===== src/rtl/ic7421_bist_pkg.sv =====
// rtl/ic7421_bist_pkg.sv - shared types, constants and golden function for the ic7421 BIST
package ic7421_bist_pkg;

  typedef enum logic [2:0] {
    ST_IDLE,
    ST_APPLY,
    ST_SETTLE,
    ST_CHECK,
    ST_DONE
  } state_e;

  localparam int NUM_VECTORS = 256;

  localparam int STIM_A1  = 0;
  localparam int STIM_B2  = 1;
  localparam int STIM_C4  = 2;
  localparam int STIM_D5  = 3;
  localparam int STIM_A9  = 4;
  localparam int STIM_B10 = 5;
  localparam int STIM_C12 = 6;
  localparam int STIM_D13 = 7;

  // Returns {exp8, exp6}: each gate output is the AND of its four inputs.
  function automatic logic [1:0] expected_outputs(input logic [7:0] vec);
    logic exp6;
    logic exp8;
    exp6 = vec[STIM_A1] & vec[STIM_B2] & vec[STIM_C4] & vec[STIM_D5];
    exp8 = vec[STIM_A9] & vec[STIM_B10] & vec[STIM_C12] & vec[STIM_D13];
    return {exp8, exp6};
  endfunction

endpackage


===== src/rtl/ic7421_bist_ctrl_if.sv =====
// rtl/ic7421_bist_ctrl_if.sv - control, gate-return and result signals of the ic7421 BIST
interface ic7421_bist_ctrl_if #(
  parameter int ERR_W = 9
);
  logic             start_in;
  logic             abort_in;
  logic             y_out_6_in;
  logic             y_out_8_in;
  logic [7:0]       stim_out;
  logic             busy_out;
  logic             done_out;
  logic             pass_out;
  logic             aborted_out;
  logic [ERR_W-1:0] err_count_out;
  logic [7:0]       first_fail_vec_out;
  logic             first_fail_valid_out;

  modport master (
    input  start_in, abort_in, y_out_6_in, y_out_8_in,
    output stim_out, busy_out, done_out, pass_out, aborted_out,
    output err_count_out, first_fail_vec_out, first_fail_valid_out
  );

  modport slave (
    output start_in, abort_in, y_out_6_in, y_out_8_in,
    input  stim_out, busy_out, done_out, pass_out, aborted_out,
    input  err_count_out, first_fail_vec_out, first_fail_valid_out
  );
endinterface


===== src/rtl/ic7421_ref_model.sv =====
// rtl/ic7421_ref_model.sv - combinational golden model of the dual 4-input AND gate
module ic7421_ref_model
  import ic7421_bist_pkg::*;
(
  input  logic [7:0] vec_in,
  output logic       exp6_out,
  output logic       exp8_out
);
  assign {exp8_out, exp6_out} = expected_outputs(vec_in);
endmodule


===== src/rtl/ic7421_bist_ctrl.sv =====
// rtl/ic7421_bist_ctrl.sv - exhaustive 256-vector sweep and checker for an ic7421 instance
module ic7421_bist_ctrl
  import ic7421_bist_pkg::*;
#(
  parameter int SETTLE_CYCLES = 2,
  parameter int ERR_W         = 9
) (
  input  logic                clk_in,
  input  logic                rst_n_in,
  ic7421_bist_ctrl_if.master  bist
);

  localparam logic [3:0]       SETTLE_M1 = (SETTLE_CYCLES > 0) ? 4'(SETTLE_CYCLES - 1) : 4'd0;
  localparam logic [ERR_W-1:0] ERR_MAX   = '1;
  localparam logic [8:0]       LAST_VEC  = 9'(NUM_VECTORS - 1);

  state_e           state_q, state_d;
  logic [8:0]       vec_q, vec_d;
  logic [3:0]       settle_q, settle_d;
  logic [ERR_W-1:0] err_q, err_d;
  logic [7:0]       ff_vec_q, ff_vec_d;
  logic             ff_valid_q, ff_valid_d;
  logic             aborted_q, aborted_d;
  logic             pass_q, pass_d;
  logic             busy_q, busy_d;
  logic             done_q, done_d;
  logic [7:0]       stim_q, stim_d;
  logic             y6_q, y6_d;
  logic             y8_q, y8_d;
  logic             exp6, exp8;
  logic             mismatch;
  logic             running;

  ic7421_ref_model u_ref (
    .vec_in   (vec_q[7:0]),
    .exp6_out (exp6),
    .exp8_out (exp8)
  );

  // Gate outputs are registered every edge; in CHECK they hold the value seen on the
  // last edge of the settle window, while stim_out is still the vector under test.
  assign y6_d     = bist.y_out_6_in;
  assign y8_d     = bist.y_out_8_in;
  assign mismatch = (y6_q != exp6) || (y8_q != exp8);
  assign running  = (state_q == ST_APPLY) || (state_q == ST_SETTLE) || (state_q == ST_CHECK);

  always_comb begin
    state_d    = state_q;
    vec_d      = vec_q;
    settle_d   = settle_q;
    err_d      = err_q;
    ff_vec_d   = ff_vec_q;
    ff_valid_d = ff_valid_q;
    aborted_d  = aborted_q;
    pass_d     = pass_q;
    busy_d     = busy_q;
    done_d     = done_q;
    stim_d     = stim_q;

    if (running && bist.abort_in) begin
      state_d   = ST_DONE;
      aborted_d = 1'b1;
      pass_d    = 1'b0;
      busy_d    = 1'b0;
      done_d    = 1'b1;
      stim_d    = 8'h00;
    end else begin
      case (state_q)
        ST_IDLE, ST_DONE: begin
          if (bist.start_in) begin
            state_d    = ST_APPLY;
            vec_d      = 9'd0;
            settle_d   = 4'd0;
            err_d      = '0;
            ff_vec_d   = 8'h00;
            ff_valid_d = 1'b0;
            aborted_d  = 1'b0;
            pass_d     = 1'b0;
            busy_d     = 1'b1;
            done_d     = 1'b0;
            stim_d     = 8'h00;
          end
        end
        ST_APPLY: begin
          if (SETTLE_CYCLES == 0) begin
            state_d = ST_CHECK;
          end else begin
            state_d  = ST_SETTLE;
            settle_d = SETTLE_M1;
          end
        end
        ST_SETTLE: begin
          if (settle_q == 4'd0) begin
            state_d = ST_CHECK;
          end else begin
            settle_d = settle_q - 4'd1;
          end
        end
        ST_CHECK: begin
          if (mismatch) begin
            if (err_q != ERR_MAX) begin
              err_d = err_q + 1'b1;
            end
            if (!ff_valid_q) begin
              ff_vec_d   = vec_q[7:0];
              ff_valid_d = 1'b1;
            end
          end
          if (vec_q == LAST_VEC) begin
            state_d = ST_DONE;
            pass_d  = (err_d == '0);
            busy_d  = 1'b0;
            done_d  = 1'b1;
            stim_d  = 8'h00;
          end else begin
            state_d = ST_APPLY;
            vec_d   = vec_q + 9'd1;
            stim_d  = vec_d[7:0];
          end
        end
        default: state_d = ST_IDLE;
      endcase
    end
  end

  always_ff @(posedge clk_in or negedge rst_n_in) begin
    if (!rst_n_in) begin
      state_q    <= ST_IDLE;
      vec_q      <= 9'd0;
      settle_q   <= 4'd0;
      err_q      <= '0;
      ff_vec_q   <= 8'h00;
      ff_valid_q <= 1'b0;
      aborted_q  <= 1'b0;
      pass_q     <= 1'b0;
      busy_q     <= 1'b0;
      done_q     <= 1'b0;
      stim_q     <= 8'h00;
      y6_q       <= 1'b0;
      y8_q       <= 1'b0;
    end else begin
      state_q    <= state_d;
      vec_q      <= vec_d;
      settle_q   <= settle_d;
      err_q      <= err_d;
      ff_vec_q   <= ff_vec_d;
      ff_valid_q <= ff_valid_d;
      aborted_q  <= aborted_d;
      pass_q     <= pass_d;
      busy_q     <= busy_d;
      done_q     <= done_d;
      stim_q     <= stim_d;
      y6_q       <= y6_d;
      y8_q       <= y8_d;
    end
  end

  assign bist.stim_out             = stim_q;
  assign bist.busy_out             = busy_q;
  assign bist.done_out             = done_q;
  assign bist.pass_out             = pass_q;
  assign bist.aborted_out          = aborted_q;
  assign bist.err_count_out        = err_q;
  assign bist.first_fail_vec_out   = ff_vec_q;
  assign bist.first_fail_valid_out = ff_valid_q;

endmodule


===== src/flat_wrapper.sv =====
// flat-port wrapper written by rule: the top's interface ports become plain ports
module ic7421_bist_ctrl_flat import ic7421_bist_pkg::*;
#(
  parameter int SETTLE_CYCLES = 2,
  parameter int ERR_W         = 9
)
  (clk_in, rst_n_in, bist_start_in, bist_abort_in, bist_y_out_6_in, bist_y_out_8_in, bist_stim_out, bist_busy_out, bist_done_out, bist_pass_out, bist_aborted_out, bist_err_count_out, bist_first_fail_vec_out, bist_first_fail_valid_out);
  ic7421_bist_ctrl_if #(.ERR_W(ERR_W)) bist_i ();
  input  logic clk_in;
  input  logic rst_n_in;
  input wire logic [$bits(bist_i.start_in)-1:0] bist_start_in;
  input wire logic [$bits(bist_i.abort_in)-1:0] bist_abort_in;
  input wire logic [$bits(bist_i.y_out_6_in)-1:0] bist_y_out_6_in;
  input wire logic [$bits(bist_i.y_out_8_in)-1:0] bist_y_out_8_in;
  output wire logic [$bits(bist_i.stim_out)-1:0] bist_stim_out;
  output wire logic [$bits(bist_i.busy_out)-1:0] bist_busy_out;
  output wire logic [$bits(bist_i.done_out)-1:0] bist_done_out;
  output wire logic [$bits(bist_i.pass_out)-1:0] bist_pass_out;
  output wire logic [$bits(bist_i.aborted_out)-1:0] bist_aborted_out;
  output wire logic [$bits(bist_i.err_count_out)-1:0] bist_err_count_out;
  output wire logic [$bits(bist_i.first_fail_vec_out)-1:0] bist_first_fail_vec_out;
  output wire logic [$bits(bist_i.first_fail_valid_out)-1:0] bist_first_fail_valid_out;
  assign bist_i.start_in = bist_start_in;
  assign bist_i.abort_in = bist_abort_in;
  assign bist_i.y_out_6_in = bist_y_out_6_in;
  assign bist_i.y_out_8_in = bist_y_out_8_in;
  assign bist_stim_out = bist_i.stim_out;
  assign bist_busy_out = bist_i.busy_out;
  assign bist_done_out = bist_i.done_out;
  assign bist_pass_out = bist_i.pass_out;
  assign bist_aborted_out = bist_i.aborted_out;
  assign bist_err_count_out = bist_i.err_count_out;
  assign bist_first_fail_vec_out = bist_i.first_fail_vec_out;
  assign bist_first_fail_valid_out = bist_i.first_fail_valid_out;
  ic7421_bist_ctrl #(.SETTLE_CYCLES(SETTLE_CYCLES), .ERR_W(ERR_W)) u_core (.clk_in(clk_in), .rst_n_in(rst_n_in), .bist(bist_i));
endmodule

===== config.mk =====
export PLATFORM = sky130hd
export DESIGN_NAME = ic7421_bist_ctrl_flat
export DESIGN_NICKNAME = d
export VERILOG_FILES = /design/src/rtl/ic7421_bist_pkg.sv /design/src/rtl/ic7421_bist_ctrl_if.sv /design/src/rtl/ic7421_ref_model.sv /design/src/rtl/ic7421_bist_ctrl.sv /design/src/flat_wrapper.sv
export SDC_FILE = /design/constraint.sdc
export NUM_CORES = 1
export LEC_CHECK = 0
export ABC_AREA = 1
export ABC_CLOCK_PERIOD_IN_PS = 2100
export BUFFER_PORTS_ARGS = -buffer_cell sky130_fd_sc_hd__buf_2
export CAP_MARGIN = 10
export CORE_ASPECT_RATIO = 2
export CORE_MARGIN = 2
export CORE_UTILIZATION = 55
export CTS_CLUSTER_SIZE = 20
export DETAILED_ROUTE_END_ITERATION = 16
export HOLD_SLACK_MARGIN = 0.03
export PLACE_DENSITY_LB_ADDON = 0.1
export SETUP_SLACK_MARGIN = 0.2
export SYNTH_ARGS = -nofsm -noshare
export SYNTH_HDL_FRONTEND = slang
export SYNTH_SLANG_ARGS = --single-unit

===== constraint.sdc =====
create_clock -name clk_in -period 2.1 [get_ports clk_in]
set_input_delay 0.315 -clock clk_in [delete_from_list [all_inputs] [get_ports clk_in]]
set_output_delay 0.315 -clock clk_in [all_outputs]
set_load 0.02 [all_outputs]

==> flow_summary.json, run 1 <==
{
  "status": "complete, no violations",
  "drtIter0Drc": 38,
  "grt_pass1_vias": 2289,
  "synth_seq_cells": 48,
  "power.leakage_nw": 1.57,
  "p_sw_w": 0.00110,
  "nets": 386,
  "drcViolationCount": 0,
  "timing.rr.end": "u_core.bist.pass_out$_DFFE_PN0P_",
  "drv_cap": 0,
  "finalCriticalPeriod_ns": 1.80,
  "antennaDiodeCount": 0,
  "slew_headroom": 0.602,
  "vias": 2310,
  "die_h_um": 100,
  "synth_area_sq_um": 2560,
  "syn_to_final_growth_pct": 23.1,
  "antenna_found_initial": 0,
  "internal-power_w": 0.00175,
  "setup_violations": 0,
  "floorplan.initialDensity": 0.562,
  "drt-total-wl_um": 6160,
  "slew_viol_final": 0,
  "p_per_area_nw_per_um2": 904,
  "cts_tree": "built",
  "rrSetupSlack_ns": 0.30,
  "synth_warnings": 0,
  "ios": 36,
  "crit_type": "flip-flop to flip-flop",
  "clock-sinks": 48,
  "worstReg2RegStart": "u_core.vec_q[0]$_DFFE_PN0P_",
  "gp_congestion": 0.823,
  "clockBufferDepth": 2,
  "core_sq_um": 4550,
  "synthCells": 314,
  "synth-edff-count": 0,
  "cts_made_buffers": 5,
  "post-route-util": 0.692,
  "grt_pass1_wl_um": 10200,
  "min_path_type": "input pin to async pin",
  "cts_hold_buf": 0,
  "grt_overflow": 0,
  "clock_latency_ns": 0.29,
  "fin_skew_ns": 0.00322,
  "fp.dieArea_sq_um": 5250,
  "synth_cell_types": 36,
  "synth_top_area_frac": 0.469,
  "dp_cells": 414,
  "endpoint": "u_core.bist.pass_out$_DFFE_PN0P_",
  "switching_share": 0.385,
  "stdcell_count": 430,
  "hold_violations": 0,
  "arrival_ns": 2.04,
  "grt_max_degree": 26,
  "cp-end-kind": "flip-flop",
  "netlist_top_cells_area": "dfrtp_1, nand2_1, inv_1",
  "yosys-top-cells-count": "nand2_1, inv_1, dfrtp_1",
  "yosysSeqAreaShare": 0.469,
  "yosysMostFrequentCell": "nand2_1",
  "antenna_left": 0,
  "power_frac_clock": 0.197,
  "cts_max_level": 2,
  "port_buffers": 35,
  "peakVddDrop_mv": 0.690,
  "ff2ff_path_depth": 13,
  "syn-num-nets": 326,
  "wl_per_cell_um": 14.3,
  "required_ns": 2.34,
  "drt-pass1-iter-count": 4,
  "vias_per_cell": 5.37,
  "clock.fmax_mhz": 556,
  "post-route-period-util": 0.856,
  "async_reset_ff_frac": 1.00,
  "yosys.area.top_type": "dfrtp_1",
  "crit_fanout": 7,
  "clockRootBuffer": "clkbuf_8",
  "synth-main-ff-cell": "dfrtp_1",
  "start_kind": "flip-flop",
  "seqPwrFrac": 0.394,
  "rows": 35,
  "drive_above_1_share": 0.275,
  "cp-startpoint": "u_core.vec_q[0]$_DFFE_PN0P_",
  "grt_use_total": 0.256,
  "detailed_place_hpwl_um": 4440,
  "rsz0062_at_grt": "no",
  "finalSetupTns_ns": 0,
  "clkTransAtPathRegs_ns": 0.08,
  "syn_area_per_cell_sq_um": 8.15,
  "power.combinational.fraction": 0.409,
  "worst_pin_slew_ns": 0.597,
  "die_x_um": 52.2
}
## registers in the layout, summed over array words and instances (netlist names), 3 cells and up
register and cells:
u_core.bist.stim_out 8, u_core.vec_q 9, u_core.bist.err_count_out 9, u_core.bist.first_fail_vec_out 8
u_core.state_q 3, u_core.settle_q 4
## logic make-up (layout without fill, tap and decap cells)
| kind of cell | Yosys count | after routing | synth area share |
|---|---|---|---|
| adder cells (fa/ha/maj) | 6 | 6 | 0.0293 |
| buffers and inverters | 67 | 127 | 0.106 |
| flip-flops | 48 | 48 | 0.469 |
| AND/OR/NAND/NOR | 130 | 131 | 0.247 |
| XOR/XNOR | 4 | 4 | 0.0137 |
| AO/OA/AOI/OAI | 59 | 59 | 0.135 |
## what timing repair did
action | CTS | global route
hold endpoints to repair | 0 | 0
buffers inserted | 3 | 3
endpoints found under the setup margin | 20 | 24
cloned | 1 | 1
resized for setup | 2 | 22
pin swaps | 2 | 6
## per-layer routing
layer | track usage | wire length, um | vias up
li1 | - | - | 1139
met1 | 0.272 | 2310 | 1108
met2 | 0.477 | 3510 | 46
met3 | 0.0297 | 149 | 17
met4 | 0.124 | 189 | 0
met5 | 0 | 0 | -
## power by group through the flow
stage	clock network (W)	registers, W	logic, W
2_1_floorplan	0	0.00121	0.000649
3_3_place_gp	0	0.00113	0.000999
3_5_place_dp	0	0.00114	0.00101
4_1_cts	0.000583	0.00112	0.00111
5_1_grt	0.000608	0.00114	0.00130
6_report	0.000562	0.00112	0.00116
## how the worst min path moves through the flow
stage | start | to | slack, ns | depth (start not counted)
final | rst_n_in | u_core.bist.err_count_out[4]$_DFFE_PN0P_ | 0.01 | 1
after global routing | rst_n_in | u_core.bist.err_count_out[3]$_DFFE_PN0P_ | 0.05 | 1
after CTS | rst_n_in | u_core.bist.first_fail_vec_out[7]$_DFFE_PN0P_ | 0.03 | 1
after floorplan | rst_n_in | u_core.bist.aborted_out$_DFFE_PN0P_ | 0.02 | 0
after global placement | rst_n_in | u_core.bist.err_count_out[4]$_DFFE_PN0P_ | 0.36 | 1
after detailed placement | rst_n_in | u_core.bist.err_count_out[4]$_DFFE_PN0P_ | 0.36 | 1
## critical path: stages (launching register included)
cell and delay [ns]:
dfrtp_1 0.40, ha_2 0.19, ha_2 0.18, nand2_1 0.08, nand2_2 0.06, nand2_4 0.12
nand3_4 0.14, nand2_1 0.11, nand2_1 0.06, inv_2 0.06, nand2_2 0.07, nor2_2 0.13
nand3_1 0.08, nand2_1 0.06
## cells in the final DEF (no fill, tap or decap), types with 3 or more instances in the layout
cell	synthesis	layout
inv_2	6	8
buf_4	2	19
nand2_1	61	54
buf_2	1	35
ha_1	6	3
a21oi_1	8	8
nand3_2	3	3
nor2_1	20	19
nand2_2	1	7
o21ai_0	16	14
clkbuf_8	0	6
ha_2	0	3
inv_1	55	53
nand4_1	7	7
o21ai_1	19	19
dfrtp_1	48	47
nand3_1	30	29
nand3_4	1	3
o21ai_2	1	3
o22ai_1	7	7
## final cells by class
cell class              count  area, sq um
well taps                  55         68.8
fillers                   405         1400
flip-flops and latches     48         1200
inverters                  62          235
multi-input cells         200         1170
clock buffers               8         90.1
repair buffers             57          383
## metrics by stage
step                setup slack, ns  hold slack (ns)  area, sq um  total power, W
floorplan                     0.334           0.0194         2560         0.00186
global placement              0.150            0.358         2880         0.00213
detailed placement           0.0554            0.357         2880         0.00215
CTS                           0.222           0.0317         3040         0.00281
global route                  0.191           0.0520         3150         0.00305
finish                        0.302           0.0144         3150         0.00285
Note: power is estimated with default switching activity, not from simulation.
==> run 2, diff against run 1 <==
CORE_UTILIZATION = 57   (was 55)
==> run 2 against run 1 <==
  * Via count shrank 3.9%
  * Sequential power is essentially flat
  * Sequential cell count is the same
  * First-iteration DRC count grew 26%
  * Maximum frequency shrank 0.44%
  * Critical path type unchanged
  * Largest power group is now registers
  * Register-to-register slack is essentially flat
==> flow_summary.json, run 2 (synthesis results as in run 1) <==
{
  "hold_violations": 0,
  "mostFrequentLayoutCells": "nand2_1, inv_1, dfrtp_1",
  "floorplan.initialDensity": 0.590,
  "cts_max_level": 2,
  "drv_cap": 0,
  "crit_type": "flip-flop to flip-flop",
  "p_per_area_nw_per_um2": 912,
  "min_path_type": "input pin to async pin",
  "drcViolationCount": 0,
  "start_kind": "flip-flop",
  "gp_congestion": 0.791,
  "fin_skew_ns": 0.00553,
  "worst_pin_slew_ns": 0.619,
  "antennaDiodeCount": 0,
  "fp.dieArea_sq_um": 5080,
  "seq_area_sq_um": 1200,
  "finalSetupTns_ns": 0,
  "clockRootBuffer": "clkbuf_8",
  "peakVddDrop_mv": 0.692,
  "port_buffers": 35,
  "cp-end-kind": "flip-flop",
  "post-route-period-util": 0.860,
  "grt_pass1_vias": 2156,
  "power.leakage_nw": 1.54,
  "syn_to_final_growth_pct": 20.0,
  "cts_made_buffers": 5,
  "drt-total-wl_um": 5820,
  "rrSetupSlack_ns": 0.29,
  "clkTransAtPathRegs_ns": 0.08,
  "setup_violations": 0,
  "grt_use_total": 0.251,
  "grt_pass1_wl_um": 9690,
  "clock-sinks": 48,
  "final_common_cell": "nand2_1",
  "vias": 2220,
  "drtIter0Drc": 48,
  "slew_headroom": 0.587,
  "slew_viol_final": 0,
  "drt-pass1-iter-count": 4,
  "multi_input_area_sq_um": 1140,
  "power.total_w": 0.00280,
  "clockBufferDepth": 2,
  "path_buf_inv": 3,
  "crit_chain": "ha_2 > nand3_1 > nor2_1 > ha_1 > inv_1 > o21ai_2 > a21oi_4 > buf_12 > buf_4 > o21ai_1",
  "crit_fanout": 15,
  "antenna_left": 0,
  "rsz0062_at_grt": "no",
  "clock.fmax_mhz": 554,
  "fillers": 361,
  "core_sq_um": 4340,
  "stdcell_count": 426,
  "required_ns": 2.32,
  "drive_above_1_share": 0.234,
  "max_stage_delay_ns": 0.36,
  "ios": 36,
  "grt_overflow": 0,
  "detailed_place_hpwl_um": 4210,
  "nets": 383,
  "status": "complete, no violations",
  "critPathSlowestCell": "dfrtp_1",
  "wl_per_cell_um": 13.7,
  "rows": 34,
  "finalCriticalPeriod_ns": 1.81,
  "path_delay_family": "compound AO/OA/AOI/OAI gates",
  "antenna_found_initial": 0,
  "die_h_um": 98.8,
  "dp_cells": 410,
  "cts_tree": "built",
  "die_x_um": 51.4,
  "clock_latency_ns": 0.30,
  "grt_max_degree": 49,
  "arrival_ns": 2.02,
  "vias_per_cell": 5.21
}
-- run 2: cell types whose count changed in the layout (fill, tap and decap cells not counted), sizes merged --
| cell | previous run | this run |
|---|---|---|
| clkbuf | 9 | 8 |
| buf | 56 | 54 |
-- run 2: worst paths after layout --
kind / endpoint / from / cells after the start
worst max-delay path: u_core.vec_q[1]$_DFFE_PN0P_ / u_core.vec_q[0]$_DFFE_PN0P_ / 10
worst min-delay path: u_core.bist.err_count_out[3]$_DFFE_PN0P_ / rst_n_in / 2
worst max register to register: u_core.vec_q[1]$_DFFE_PN0P_ / u_core.vec_q[0]$_DFFE_PN0P_ / 10
worst min register to register: u_core.bist.aborted_out$_DFFE_PN0P_ / u_core.bist.aborted_out$_DFFE_PN0P_ / 2
max in group asynchronous: u_core.bist.err_count_out[1]$_DFFE_PN0P_ / rst_n_in / 2
min in group clk_in: u_core.y8_q$_DFF_PN0_ / bist_y_out_8_in / 1
-- run 2: per-stage QoR --
stage | hold WS [ns] | instance area (sq um) | setup WS (ns) | utilization
after floorplan | 0.0194 | 2560 | 0.334 | -
after global placement | 0.423 | 2860 | 0.144 | 0.659
after detailed placement | 0.425 | 2860 | 0.0897 | 0.659
after CTS | 0.109 | 3000 | 0.203 | 0.690
after global routing | 0.108 | 3070 | 0.184 | 0.708
final | 0.0991 | 3070 | 0.294 | 0.708
-- run 2: area by class of cell --
cell class / count / share of cell area
clock buffer: 8 / 0.0293
timing repair buffer: 54 / 0.112
inverter: 62 / 0.0765
multi-input combinational: 200 / 0.370
sequential: 48 / 0.391
tap: 54 / 0.0220
-- run 2: repair_timing --
item	in CTS	in global routing
resized for setup	1	9
hold buffers	0	0
pin swaps	1	4
endpoints found under the setup margin	15	25
gates cloned	0	1
endpoints found under the hold margin	0	0
buffers inserted	2	5
-- run 2: per-layer routing --
metal	track usage	part of all wire	vias up
met2	0.453	0.56	44
met3	0.0258	0.031	9
met5	0	0	-
met4	0.109	0.024	0
met1	0.287	0.38	1032
li1	-	-	1135
-- run 2: worst reg2reg max path: stages, from the launching register on --
cell and delay [ns]:
dfrtp_1 0.36, ha_2 0.18, nand3_1 0.11, nor2_1 0.15, ha_1 0.19, inv_1 0.07, o21ai_2 0.18, a21oi_4 0.06
buf_12 0.15, buf_4 0.13, o21ai_1 0.14
-- run 2: report_power, final --
part / switching (W) / internal [W]
sequential: 0.0000813 / 0.00104
clock: 0.000294 / 0.000269
combinational: 0.000702 / 0.000419
total: 0.00108 / 0.00173
==> run 3, diff against run 2 <==
SYNTH_HIERARCHICAL = 1   (was default)
==> run 3 against run 2 <==
  * Critical path depth is 3 higher
  * Worst hold slack better by 0.014 ns
  * Register-to-register slack worse by 0.10 ns
  * Final area is 0.20% lower
  * Area after synthesis is 2.6% lower
  * Sequential power is 7% higher
  * Clock skew is 0.0056 ns higher
  * Setup slack worse by 0.10 ns
  * Clock power hardly changed
  * Critical endpoint is now u_core/bist.pass_out$_DFFE_PN0P_
  * Largest cell class unchanged
  * Highest routed layer unchanged
==> flow_summary.json, run 3 <==
{
  "worst-path-stages": 13,
  "syn-num-nets": 325,
  "min_path_type": "input pin to flip-flop",
  "min_to": "u_core/y6_q$_DFF_PN0_",
  "drcViolationCount": 0,
  "max_stage_delay_ns": 0.43,
  "stdcell_count": 431,
  "crit_fanout": 3,
  "synth_cell_types": 31,
  "fin_skew_ns": 0.0111,
  "port_buffers": 35,
  "core_sq_um": 4300,
  "final_common_cell": "nand2_1",
  "synth_area_sq_um": 2490,
  "clock_latency_ns": 0.30,
  "worstReg2RegStart": "u_core/vec_q[1]$_DFFE_PN0P_",
  "yosysSeqAreaShare": 0.482,
  "cp-end-kind": "flip-flop",
  "grt_overflow": 0,
  "cts_tree": "built",
  "post-route-util": 0.714,
  "die_h_um": 97.5,
  "clkTransAtPathRegs_ns": 0.09,
  "grt_use_total": 0.262,
  "slew_headroom": 0.602,
  "drt-total-wl_um": 6290,
  "ff2ff_path_depth": 13,
  "clockRootBuffer": "clkbuf_8",
  "timing.rr.end": "u_core/bist.pass_out$_DFFE_PN0P_",
  "status": "complete, no violations",
  "rsz0062_at_grt": "yes",
  "grt_pass1_wl_um": 9720,
  "yosys.area.top_type": "dfrtp_1",
  "grt_pass1_vias": 2180,
  "nets": 387,
  "synth_mux_area_frac": 0,
  "vias": 2265,
  "yosysMostFrequentCell": "nand2_1",
  "crit_chain": "ha_4 > nand3_2 > nor2_2 > nand3_2 > nor2_2 > ha_2 > buf_6 > nand3_2 > nor2_1 > nand2_1 > nor2_2 > nand3_1 > nand2_1",
  "rrSetupSlack_ns": 0.19,
  "cts_made_buffers": 5,
  "synth-simple-area-share": 0.281,
  "antenna_found_initial": 0,
  "worstHoldStart": "bist_y_out_6_in",
  "synth-edff-count": 0,
  "cts_max_level": 2,
  "grt_max_degree": 26,
  "syn_to_final_growth_pct": 23.0,
  "clock-sinks": 48,
  "wl_per_cell_um": 14.6,
  "crit_type": "flip-flop to flip-flop",
  "power.leakage_nw": 1.61,
  "finalCriticalPeriod_ns": 1.91,
  "whs_ns": 0.113,
  "path_delay_family": "simple AND/OR/NAND/NOR gates",
  "detailed_place_hpwl_um": 4460,
  "drive_above_1_share": 0.260,
  "path_buf_inv": 1,
  "synth-main-ff-cell": "dfrtp_1",
  "post-route-period-util": 0.910,
  "synth-xor-area-share": 0.0211,
  "antennaDiodeCount": 0,
  "yosys-top-cells-count": "nand2_1, dfrtp_1, inv_1",
  "gp_congestion": 0.845,
  "synth_top_area_frac": 0.482,
  "syn_area_per_cell_sq_um": 7.94,
  "start_kind": "flip-flop",
  "drv_cap": 0,
  "synth_seq_cells": 48,
  "synth-compound-area-share": 0.102,
  "finalSetupTns_ns": 0,
  "rows": 34,
  "worst_pin_slew_ns": 0.597,
  "peakVddDrop_mv": 0.726,
  "setup_violations": 0,
  "clockBufferDepth": 2,
  "critPathSlowestCell": "dfrtp_1",
  "ios": 36,
  "mostFrequentLayoutCells": "nand2_1, dfrtp_1, inv_1",
  "synthCells": 314,
  "drtIter0Drc": 65,
  "netlist_top_cells_area": "dfrtp_1, nand2_1, inv_1",
  "arrival_ns": 2.15,
  "required_ns": 2.34,
  "drt-pass1-iter-count": 4,
  "dp_cells": 410,
  "synth_warnings": 6,
  "synthAdderAreaFrac": 0.0251,
  "synth_top_family_by_area": "simple AND/OR/NAND/NOR gates",
  "die_x_um": 50.8,
  "clock.fmax_mhz": 524,
  "floorplan.initialDensity": 0.580,
  "hold_depth": 1,
  "hold_violations": 0,
  "vias_per_cell": 5.26,
  "slew_viol_final": 0,
  "async_reset_ff_frac": 1.00,
  "cp-startpoint": "u_core/vec_q[1]$_DFFE_PN0P_",
  "antenna_left": 0,
  "fp.dieArea_sq_um": 4950,
  "p_per_area_nw_per_um2": 971
}
## run 3: cell types whose count changed in the layout (fill, tap and decap cells not counted), moves of 3 or more
cell	change
a21oi_1	-3
nand4_1	-4
nand3_4	-3
nor2_2	+8
o21ai_1	-16
nand3_2	+3
nand2_1	+24
nand3_1	-6
nor2_1	+4
inv_1	-9
## run 3: how the worst max path moves through the flow
stage | to | slack, ns
2_1_floorplan | u_core/vec_q[0]$_DFFE_PN0P_ | 0.27
3_3_place_gp | u_core/vec_q[6]$_DFFE_PN0P_ | 0.006
3_5_place_dp | u_core/vec_q[6]$_DFFE_PN0P_ | -0.16
4_1_cts | u_core/bist.pass_out$_DFFE_PN0P_ | 0.21
5_1_grt | u_core/bist.pass_out$_DFFE_PN0P_ | 0.09
6_report | u_core/bist.pass_out$_DFFE_PN0P_ | 0.19
## run 3: area by class of cell
cell class                      instances  area [sq um]
Clock inverter                          2          10.0
Timing Repair Buffer                   57           359
Tap cell                               54          67.6
Multi-Input combinational cell        213          1150
Inverter                               51           196
Clock buffer                            6          82.6
Fill cell                             355          1230
Sequential cell                        48          1200
## run 3: cell families after synthesis
| group | after synthesis |
|---|---|
| and+or+nand+nor | 157 |
| buffers and inverters | 54 |
| DFF | 48 |
| AOI/OAI and AO/OA | 44 |
| xor gates and xnor gates | 6 |
| adders and majority gates | 5 |
## run 3: repair_timing
item,4_1_cts,5_1_grt
gates resized for setup,8,14
endpoints found under the hold margin,21,0
buffers inserted,6,5
setup endpoints to repair,14,23
hold buffers,1,0
cloned,0,1
pin swaps,1,12
## run 3: per-stage QoR
step | cell area (sq um) | setup slack, ns | power [W]
after CTS | 2980 | 0.210 | 0.00290
after global routing | 3070 | 0.0926 | 0.00319
final | 3070 | 0.190 | 0.00298
after detailed placement | 2800 | -0.157 | 0.00229
after floorplan | 2490 | 0.266 | 0.00198
after global placement | 2800 | 0.00646 | 0.00227
## run 3: power by group
part | internal (W) | switching (W)
clock | 0.000263 | 0.000298
sequential | 0.00107 | 0.000130
combinational | 0.000439 | 0.000780
## run 3: layer usage
layer  vias up  wire (um)  global-route usage  share of wire
li1       1128          -                   -              -
met1      1065       2330               0.276           0.37
met2        58       3630               0.506           0.58
met3        14        171              0.0277          0.027
met4         0        161              0.0936          0.026
met5         -          0                   0              0
